$ cat src/rtl/inst_queue_predec_if.sv
// Fetch/decode-facing bundle of inst_queue_predec: push lanes from fetch,
// issue slots and pop count towards decode.
interface inst_queue_predec_if #(
  parameter int unsigned PUSH_W = 2,
  parameter int unsigned POP_W  = 2
);
  logic [PUSH_W-1:0]          push_valid;
  logic [PUSH_W*32-1:0]       push_inst;
  logic [PUSH_W*32-1:0]       push_pc;
  logic                       push_ready;
  logic [POP_W-1:0]           out_valid;
  logic [POP_W*32-1:0]        out_inst;
  logic [POP_W*32-1:0]        out_pc;
  logic [POP_W*4-1:0]         out_tag;
  logic [$clog2(POP_W+1)-1:0] pop;

  modport master (
    output push_valid, push_inst, push_pc, pop,
    input  push_ready, out_valid, out_inst, out_pc, out_tag
  );

  modport slave (
    input  push_valid, push_inst, push_pc, pop,
    output push_ready, out_valid, out_inst, out_pc, out_tag
  );
endinterface

$ cat src/rtl/inst_queue_predec.sv
// Instruction queue between fetch and decode with push-time predecode
// tags {is_branch, is_muldiv, is_mem, ri} and issue-pairing rules on the
// presented slots. Optional stall perf counter under macro IQ_PERF_EN.
module inst_queue_predec #(
  parameter int unsigned DEPTH  = 8,
  parameter int unsigned PUSH_W = 2,
  parameter int unsigned POP_W  = 2
) (
  input  logic                         clk,
  input  logic                         resetn,
  input  logic                         flush_i,
  inst_queue_predec_if.slave           iq,
  output logic [$clog2(DEPTH+1)-1:0]   count_o,
  output logic [31:0]                  stall_cnt_o
);
  localparam int unsigned AW = $clog2(DEPTH);
  localparam int unsigned CW = $clog2(DEPTH+1);
  localparam int unsigned PW = $clog2(PUSH_W+1);
  localparam int unsigned OW = $clog2(POP_W+1);
  localparam logic [CW-1:0] READY_MAX = CW'(DEPTH - PUSH_W);

  logic [31:0]   inst_q [DEPTH];
  logic [31:0]   pc_q   [DEPTH];
  logic [3:0]    tag_q  [DEPTH];
  logic [AW-1:0] rd_ptr, wr_ptr;
  logic [CW-1:0] count, count_next;
  logic          ready_q, push_fire;
  logic [PW-1:0] npush;
  logic [OW-1:0] nvalid, npop;
  logic [POP_W-1:0] valid;
  logic [3:0]    slot_tag [POP_W];
  logic          pair_blk, prev_ok, mem_seen, md_seen, force_ds, cand;

  function automatic logic [3:0] predecode(input logic [31:0] w);
    logic [5:0] op, fn;
    logic [4:0] rt;
    logic br, mem, md, sup;
    op  = w[31:26];
    rt  = w[20:16];
    fn  = w[5:0];
    br  = (op inside {6'b000100, 6'b000101, 6'b000110, 6'b000111, 6'b000010, 6'b000011})
       || (op == 6'b000001 && rt inside {5'b00000, 5'b00001, 5'b10000, 5'b10001})
       || (op == 6'b000000 && fn inside {6'b001000, 6'b001001});
    mem = (op[5:3] == 3'b100) || (op[5:3] == 3'b101);
    md  = (op == 6'b000000 && fn inside {6'b011000, 6'b011001, 6'b011010, 6'b011011})
       || (op == 6'b011100 && fn inside {6'b000010, 6'b000000, 6'b000001, 6'b000100, 6'b000101});
    sup = (op[5:3] == 3'b000) || (op[5:3] == 3'b001)
       || (op inside {6'b010000, 6'b011100, 6'b011111, 6'b101111})
       || (op inside {6'b100000, 6'b100001, 6'b100010, 6'b100011, 6'b100100, 6'b100101, 6'b100110})
       || (op inside {6'b101000, 6'b101001, 6'b101010, 6'b101011, 6'b101110});
    return {br, md, mem, ~sup};
  endfunction

  // Push acceptance and lane count.
  always_comb begin
    push_fire = ready_q & ~flush_i;
    npush     = '0;
    for (int unsigned i = 0; i < PUSH_W; i++) npush = npush + PW'(iq.push_valid[i]);
  end

  // Slot data view starting at the oldest entry.
  always_comb begin
    iq.out_inst = '0;
    iq.out_pc   = '0;
    iq.out_tag  = '0;
    for (int unsigned k = 0; k < POP_W; k++) begin
      slot_tag[k]              = tag_q[rd_ptr + AW'(k)];
      iq.out_inst[k*32 +: 32]  = inst_q[rd_ptr + AW'(k)];
      iq.out_pc[k*32 +: 32]    = pc_q[rd_ptr + AW'(k)];
      iq.out_tag[k*4 +: 4]     = tag_q[rd_ptr + AW'(k)];
    end
  end

  // Issue prefix: a branch claims its delay slot, which bypasses the pairing checks.
  always_comb begin
    valid    = '0;
    pair_blk = 1'b0;
    prev_ok  = 1'b1;
    mem_seen = 1'b0;
    md_seen  = 1'b0;
    force_ds = 1'b0;
    cand     = 1'b0;
    for (int unsigned k = 0; k < POP_W; k++) begin
      cand = CW'(k) < count;
      if (cand && prev_ok) begin
        if (force_ds) begin
          valid[k] = 1'b1;
          force_ds = 1'b0;
        end else if ((slot_tag[k][1] && mem_seen) || (slot_tag[k][2] && md_seen)) begin
          pair_blk = 1'b1;
        end else if (slot_tag[k][3]) begin
          if ((k + 1 < POP_W) && (CW'(k + 1) < count)) begin
            valid[k] = 1'b1;
            force_ds = 1'b1;
          end
        end else begin
          valid[k] = 1'b1;
        end
      end
      if (valid[k]) begin
        mem_seen = mem_seen | slot_tag[k][1];
        md_seen  = md_seen | slot_tag[k][2];
      end
      prev_ok = valid[k];
    end
  end

  // Clamp the pop request to the issuable prefix and form the next occupancy.
  always_comb begin
    nvalid = '0;
    for (int unsigned k = 0; k < POP_W; k++) nvalid = nvalid + OW'(valid[k]);
    npop       = (iq.pop < nvalid) ? iq.pop : nvalid;
    count_next = count + (push_fire ? CW'(npush) : '0) - CW'(npop);
  end

  // Pointers, occupancy and registered ready.
  always_ff @(posedge clk or negedge resetn) begin
    if (!resetn) begin
      rd_ptr  <= '0;
      wr_ptr  <= '0;
      count   <= '0;
      ready_q <= 1'b1;
    end else if (flush_i) begin
      rd_ptr  <= '0;
      wr_ptr  <= '0;
      count   <= '0;
      ready_q <= 1'b1;
    end else begin
      rd_ptr  <= rd_ptr + AW'(npop);
      if (push_fire) wr_ptr <= wr_ptr + AW'(npush);
      count   <= count_next;
      ready_q <= count_next <= READY_MAX;
    end
  end

  // Entry storage with predecode captured at push time.
  always_ff @(posedge clk) begin
    if (push_fire) begin
      for (int unsigned i = 0; i < PUSH_W; i++) begin
        if (iq.push_valid[i]) begin
          inst_q[wr_ptr + AW'(i)] <= iq.push_inst[i*32 +: 32];
          pc_q[wr_ptr + AW'(i)]   <= iq.push_pc[i*32 +: 32];
          tag_q[wr_ptr + AW'(i)]  <= predecode(iq.push_inst[i*32 +: 32]);
        end
      end
    end
  end

  assign iq.out_valid  = valid;
  assign iq.push_ready = ready_q;
  assign count_o       = count;

`ifdef IQ_PERF_EN
  logic [31:0] stall_q;
  // Saturating count of cycles with a waiting branch or a pairing-blocked slot.
  always_ff @(posedge clk or negedge resetn) begin
    if (!resetn) begin
      stall_q <= '0;
    end else if (((count != '0) && !valid[0]) || pair_blk) begin
      if (stall_q != '1) stall_q <= stall_q + 32'd1;
    end
  end
  assign stall_cnt_o = stall_q;
`else
  logic perf_unused;
  assign perf_unused = pair_blk;
  assign stall_cnt_o = '0;
`endif
endmodule
$ cat src/flat_wrapper.sv
// flat-port wrapper written by rule: the top's interface ports become plain ports
module inst_queue_predec_flat 
#(
  parameter int unsigned DEPTH  = 8,
  parameter int unsigned PUSH_W = 2,
  parameter int unsigned POP_W  = 2
)
  (clk, resetn, flush_i, count_o, stall_cnt_o, iq_push_valid, iq_push_inst, iq_push_pc, iq_pop, iq_push_ready, iq_out_valid, iq_out_inst, iq_out_pc, iq_out_tag);
  inst_queue_predec_if #(.PUSH_W(PUSH_W), .POP_W(POP_W)) iq_i ();
  input  logic clk;
  input  logic resetn;
  input  logic flush_i;
  output logic [$clog2(DEPTH+1)-1:0] count_o;
  output logic [31:0] stall_cnt_o;
  input wire logic [$bits(iq_i.push_valid)-1:0] iq_push_valid;
  input wire logic [$bits(iq_i.push_inst)-1:0] iq_push_inst;
  input wire logic [$bits(iq_i.push_pc)-1:0] iq_push_pc;
  input wire logic [$bits(iq_i.pop)-1:0] iq_pop;
  output wire logic [$bits(iq_i.push_ready)-1:0] iq_push_ready;
  output wire logic [$bits(iq_i.out_valid)-1:0] iq_out_valid;
  output wire logic [$bits(iq_i.out_inst)-1:0] iq_out_inst;
  output wire logic [$bits(iq_i.out_pc)-1:0] iq_out_pc;
  output wire logic [$bits(iq_i.out_tag)-1:0] iq_out_tag;
  assign iq_i.push_valid = iq_push_valid;
  assign iq_i.push_inst = iq_push_inst;
  assign iq_i.push_pc = iq_push_pc;
  assign iq_i.pop = iq_pop;
  assign iq_push_ready = iq_i.push_ready;
  assign iq_out_valid = iq_i.out_valid;
  assign iq_out_inst = iq_i.out_inst;
  assign iq_out_pc = iq_i.out_pc;
  assign iq_out_tag = iq_i.out_tag;
  inst_queue_predec #(.DEPTH(DEPTH), .PUSH_W(PUSH_W), .POP_W(POP_W)) u_core (.clk(clk), .resetn(resetn), .flush_i(flush_i), .iq(iq_i), .count_o(count_o), .stall_cnt_o(stall_cnt_o));
endmodule
$ cat config.mk
export PLATFORM = sky130hd
export DESIGN_NAME = inst_queue_predec_flat
export DESIGN_NICKNAME = d
export VERILOG_FILES = /design/src/rtl/inst_queue_predec_if.sv /design/src/rtl/inst_queue_predec.sv /design/src/flat_wrapper.sv
export SDC_FILE = /design/constraint.sdc
export NUM_CORES = 1
export LEC_CHECK = 0
export CAP_MARGIN = 20
export CELL_PAD_IN_SITES_DETAIL_PLACEMENT = 0
export CELL_PAD_IN_SITES_GLOBAL_PLACEMENT = 2
export CORE_MARGIN = 10
export CORE_UTILIZATION = 30
export DETAILED_ROUTE_END_ITERATION = 8
export PLACE_DENSITY_LB_ADDON = 0.1
export SYNTH_ARGS = -nofsm -noshare
export SYNTH_HDL_FRONTEND = slang
export SYNTH_SLANG_ARGS = --single-unit
$ cat constraint.sdc
create_clock -name clk -period 10.19 [get_ports clk]
set_clock_uncertainty 0.05 [all_clocks]
set_input_delay 2.038 -clock clk [delete_from_list [all_inputs] [get_ports clk]]
set_output_delay 2.038 -clock clk [all_outputs]
set_load 0.02 [all_outputs]
==> metrics.yaml, run 1 <==
synth-main-ff-cell: "edfxtp_1"
clkLatencyLatePin_ns: 0.62
clock_sinks: 555
ys_seq_area_frac: 0.5100
post_cts_resized: 0
grt_busiest_layer: "met2"
p_int_uw: 6397
drtPass1Iterations: 5
cts.clk_slew.worst_paths_ns: 0.06
cts_root_buf: "clkbuf_16"
period_minus_slack_ns: 7.301
instances_no_fill: 3707
globalRouteMet3Util: 0.04008
hp-start: "u_core.iq.push_ready"
die_h_microns: 349.5
place_ws_ns: 3.424
grt_max_degree: 63
io_buffers: 277
fin_nets: 2399
dieArea_sq_um: 122200
cts_tree: "done"
finish.instance_area_sq_um: 38870
fp.dieW_microns: 349.5
antenna_left: 0
gp_congestion: 0.7475
max_freq_ghz: 0.1370
place_inst: 3576
synth-edff-count: 544
use_met2: 0.3013
setup_viol_count_final: 0
tightest_slew_ns: 1.131
ioPinCount: 310
maxSlewViolCount: 0
total_power_uw: 10070
fp.coreArea_sq_um: 107500
synth_seq_cells: 555
drc: 0
htree_levels: 3
rsz0062_at_grt: "false"
yosys_warnings: 0
finalHoldViolCount: 0
switchingPower_uw: 3677
cts_hold_buf: 0
clk_path_buf_depth: 3
grt_util_all_layers: 0.1841
area_delta_synth_final_pct: 19.33
antenna_found_initial: 10
worst_ep_arrival_time_ns: 5.21
cp-end-kind: "output port"
grt_overflow_total: 0
synth_area_leader_cell: "edfxtp_1"
dpl-instance-area_sq_um: 36590
required_ns: 8.10
setup.worst_path.class: "register to output port"
hold_class: "register to register"
p_per_area_nw_per_um2: 259.2
drive_gt1_frac: 0.4329
start_kind: "register"
ys_top_cells_by_count: "mux2_2, edfxtp_1, mux4_2"
first_iter_violations: 1474
met1_usage: 0.2504
p_comb_frac: 0.463
numCtsBuffers: 71
power.share.clock: 0.246
drv_cap: 0
dr_total_vias: 19960
critPathMaxFanout: 56
synth_cells: 2025
cp_slowest_cell: "ha_4"
viasPerCell: 5.384
layout_setup_ws_ns: 2.889
swShare: 0.3650
synth_top_area_share: 0.5015
yosysMostFrequentCell: "mux2_2"
critPathMaxStageDelay_ns: 1.12
relSlewSlack: 0.2457
grt_pass1_wl_mm: 162.4
setup_tns_ns: 0
seqPwrFrac: 0.291
reg2reg_slack_ns: 3.91
initial_core_util: 0.3030
cts_setup_buffers: 0
finalWirelength_mm: 114.6
synth_area_sq_um: 32570
dpl.hpwl_mm: 65.52
vdd_drop_max_uv: 247.4
status: "complete, no violations"
async_flop_share: 0.01982
reg2reg_from: "u_core.rd_ptr[1]"
worstPathCellList: "ha_4 > buf_4 > nand2_1 > a2bb2oi_1 > and4_1 > o41ai_2 > clkdlybuf4s50_1"
ys_types: 50
syn_area_per_cell_sq_um: 16.09
rows: 120
wire_per_inst_microns: 30.92
critPathLaunch: "u_core.rd_ptr[1]"
static-leakage-power_uw: 0.01266
first_global_vias: 21270
synthTopCellsByArea: "edfxtp_1, mux2_2, mux4_2, nand2_1, buf_2"
post-route-period-util: 0.7165
[area by class of cell]
class,instances,area [sq um]
Antenna cell,1,2.502
Clock buffer,95,1983
Clock inverter,34,271.5
Fill cell,10180,68630
Inverter,16,62.56
Multi-Input combinational cell,1284,15050
Sequential cell,555,16620
Tap cell,1403,1755
Timing Repair Buffer,319,3120
[path summary, 6_finish.rpt]
| path | end | cells past startpoint |
|---|---|---|
| worst max register to register | u_core.count_o[2] | 18 |
| worst max-delay path | iq_out_valid[1] | 7 |
| worst min-delay path | u_core.wr_ptr[0] | 2 |
| max in group asynchronous | u_core.rd_ptr[0] | 1 |
| min in group asynchronous | u_core.rd_ptr[2] | 1 |
| worst min register to register | u_core.wr_ptr[0] | 2 |
[layout by cell type (no fill, tap or decap), types with 10 or more instances in the layout]
cell type and count:
buf_4 40, clkbuf_1 18, clkbuf_16 76, clkdlybuf4s50_1 277, clkinv_1 15, clkinv_2 11, conb_1 32, edfxtp_1 544
ha_1 12, inv_1 15, mux2_1 10, mux2_2 563, mux2i_1 32, mux4_2 270, nand2_1 226, nor2_1 18
o21ai_0 27
[power groups by stage]
stage | Sequential, uW | Clock, uW | Combinational, uW
after floorplan | 2900 | 0 | 2850
after global placement | 2970 | 0 | 4750
after detailed placement | 2980 | 0 | 4750
after CTS | 2930 | 2550 | 4780
after global routing | 2960 | 2640 | 4990
final | 2930 | 2480 | 4660
[metal layers]
| metal | up-vias | wire, microns |
|---|---|---|
| met2 | 593 | 54560 |
| met5 | - | 130 |
| li1 | 8506 | - |
| met3 | 135 | 6771 |
| met1 | 10710 | 51290 |
| met4 | 20 | 1866 |
[sequential cells by signal, summed over array words and instances, names as in the netlist]
name and count:
u_core.pc_q 256, u_core.count_o 4, u_core.wr_ptr 3, u_core.rd_ptr 3, u_core.inst_q 256, u_core.tag_q 32, u_core.iq.push_ready 1
[kinds of logic after synthesis]
family / Yosys count / synth area share
AO/OA/AOI/OAI: 51 / 0.009411
XOR/XNOR: 9 / 0.002650
adder cells (fa/ha/maj): 17 / 0.007452
buffers and inverters: 217 / 0.03649
flip-flops: 555 / 0.5100
multiplexers: 875 / 0.3946
other: 1 / 0.0001151
AND/OR/NAND/NOR: 300 / 0.03933
[through the flow]
stage          hold WS, ns  utilization
6_report            0.5873       0.3616
5_1_grt             0.6088       0.3616
4_1_cts             0.5942       0.3613
3_5_place_dp        0.5807       0.3403
3_3_place_gp        0.5799       0.3403
2_1_floorplan       0.5276            -
[critical path, delay by kind of cell, from the launching register on]
kind | cells | cell delay (ns)
flops | 1 | 0.72
compound gates | 2 | 0.88
buf+inv | 2 | 1.47
simple gates | 2 | 0.36
fa+ha+maj | 1 | 1.12
(Power assumes the default switching activity.)
==> inputs of run 2 (changes only) <==
==> constraint.sdc (replaced) <==
create_clock -name clk -period 5.91 [get_ports clk]
set_clock_uncertainty 0.05 [all_clocks]
set_input_delay 1.182 -clock clk [delete_from_list [all_inputs] [get_ports clk]]
set_output_delay 1.182 -clock clk [all_outputs]
set_load 0.02 [all_outputs]
==> run 2 against run 1 <==
Worst hold slack better by 0.0036 ns. Critical path depth is 1 lower. First-iteration DRC count fell by 2.8%. Critical path type unchanged. Largest cell class unchanged. Largest power group unchanged. Highest routed layer unchanged.
==> metrics.yaml, run 2 (same netlist as run 1, synthesis figures left out) <==
clkLatencyLatePin_ns: 0.62
cts_setup_buffers: 0
required_ns: 4.68
grt_pass1_wl_mm: 165.1
finalHoldViolCount: 0
setup_viol_count_final: 0
antenna_found_initial: 18
start_kind: "register"
htree_levels: 3
die_h_microns: 349.5
layout_common_cells: "mux2_2, edfxtp_1, clkdlybuf4s50_1"
reg_top3: "u_core.inst_q (256), u_core.pc_q (256), u_core.tag_q (32)"
post-route-period-util: 0.9262
setup_tns_ns: 0
cts.clk_slew.worst_paths_ns: 0.06
drive_gt1_frac: 0.4312
dr_total_vias: 19930
io_buffers: 277
dpl.hpwl_mm: 67.06
relSlewSlack: 0.2907
initial_core_util: 0.3030
gp_congestion: 0.7693
critPathMaxFanout: 32
clock_sinks: 555
cp-end-kind: "output port"
fin_nets: 2404
fp.dieW_microns: 349.5
dieArea_sq_um: 122200
worst_ep_arrival_time_ns: 4.24
ioPinCount: 310
final_common_cell: "mux2_2"
drc: 0
post_cts_resized: 0
antenna_left: 0
finalWirelength_mm: 115.9
numCtsBuffers: 71
status: "complete, no violations"
vdd_drop_max_uv: 413.5
maxSlewViolCount: 0
clk_path_buf_depth: 3
setup.worst_path.class: "register to output port"
static-leakage-power_uw: 0.01270
first_iter_violations: 1433
wire_per_inst_microns: 31.22
grt_max_degree: 126
rows: 120
total_power_uw: 17320
rr_worst_depth: 17
grt_util_all_layers: 0.1870
rsz0062_at_grt: "false"
tightest_slew_ns: 1.060
hold_class: "register to register"
grt_overflow_total: 0
drtPass1Iterations: 5
reg2reg_slack_ns: 0.97
first_global_vias: 21740
cts_root_buf: "clkbuf_16"
fp.coreArea_sq_um: 107500
cts_hold_buf: 0
max_freq_ghz: 0.1827
p_per_area_nw_per_um2: 443.3
drv_cap: 0
cts_tree: "done"
area_delta_synth_final_pct: 19.92
hold-path-cell-count: 2
viasPerCell: 5.369
period_minus_slack_ns: 5.474
==> run 2: cell types whose count changed in the layout (fill, tap and decap cells not counted), moves of 2 or more <==
cell / delta
clkbuf_1: +6
inv_6: +2
buf_12: +19
clkinv_2: -7
buf_4: -13
diode_2: +3
==> run 2: final cells by class <==
type	instances	area, sq um
Clock buffer	100	1981
Clock inverter	26	205.2
Sequential cell	555	16620
Antenna cell	4	10.01
Multi-Input combinational cell	1284	15050
Tap cell	1403	1755
Fill cell	10240	68440
Inverter	16	62.56
Timing Repair Buffer	324	3376
==> run 2: worst paths after layout <==
path	from	end
worst max-delay path	u_core.rd_ptr[2]	iq_out_tag[6]
worst min-delay path	u_core.iq.push_ready	u_core.wr_ptr[0]
worst max register to register	u_core.rd_ptr[1]	u_core.count_o[2]
worst min register to register	u_core.iq.push_ready	u_core.wr_ptr[0]
max in group asynchronous	resetn	u_core.rd_ptr[2]
min in group asynchronous	resetn	u_core.count_o[0]
==> run 2: routing by layer <==
metal  share of wire  vias to the layer above  routed length [microns]  global-route usage
met5          0.0011                        -                      125                   0
met2            0.49                      558                    56690              0.3115
met3           0.056                      148                     6536             0.03743
met1            0.43                    10670                    49830              0.2458
met4           0.023                       22                     2691             0.05199
li1                -                     8535                        -                   -
==> run 2: where the power goes <==
group	switching, uW	internal, uW	total [uW]
registers	198	4790	4980
logic	4380	3750	8130
clock network	1740	2460	4200
==> run 2: critical path: stages (launching register included) <==
cell and delay [ns]:
dfrtp_4 0.76, xor2_4 0.29, buf_4 0.49, buf_4 0.70, mux4_2 0.41, mux2_2 0.35
clkdlybuf4s50_1 0.58
==> run 2: stage by stage <==
step	setup WS (ns)	utilization	hold slack, ns	cell area, sq um	std cells
after CTS	0.3669	0.3633	0.5937	39060	3708
after floorplan	-1.109	-	0.5276	32690	2056
after global routing	0.3011	0.3634	0.6329	39070	3712
final	0.4359	0.3634	0.5909	39070	3712
after global placement	1.008	0.3430	0.5765	36870	3582
after detailed placement	1.019	0.3430	0.5742	36870	3582
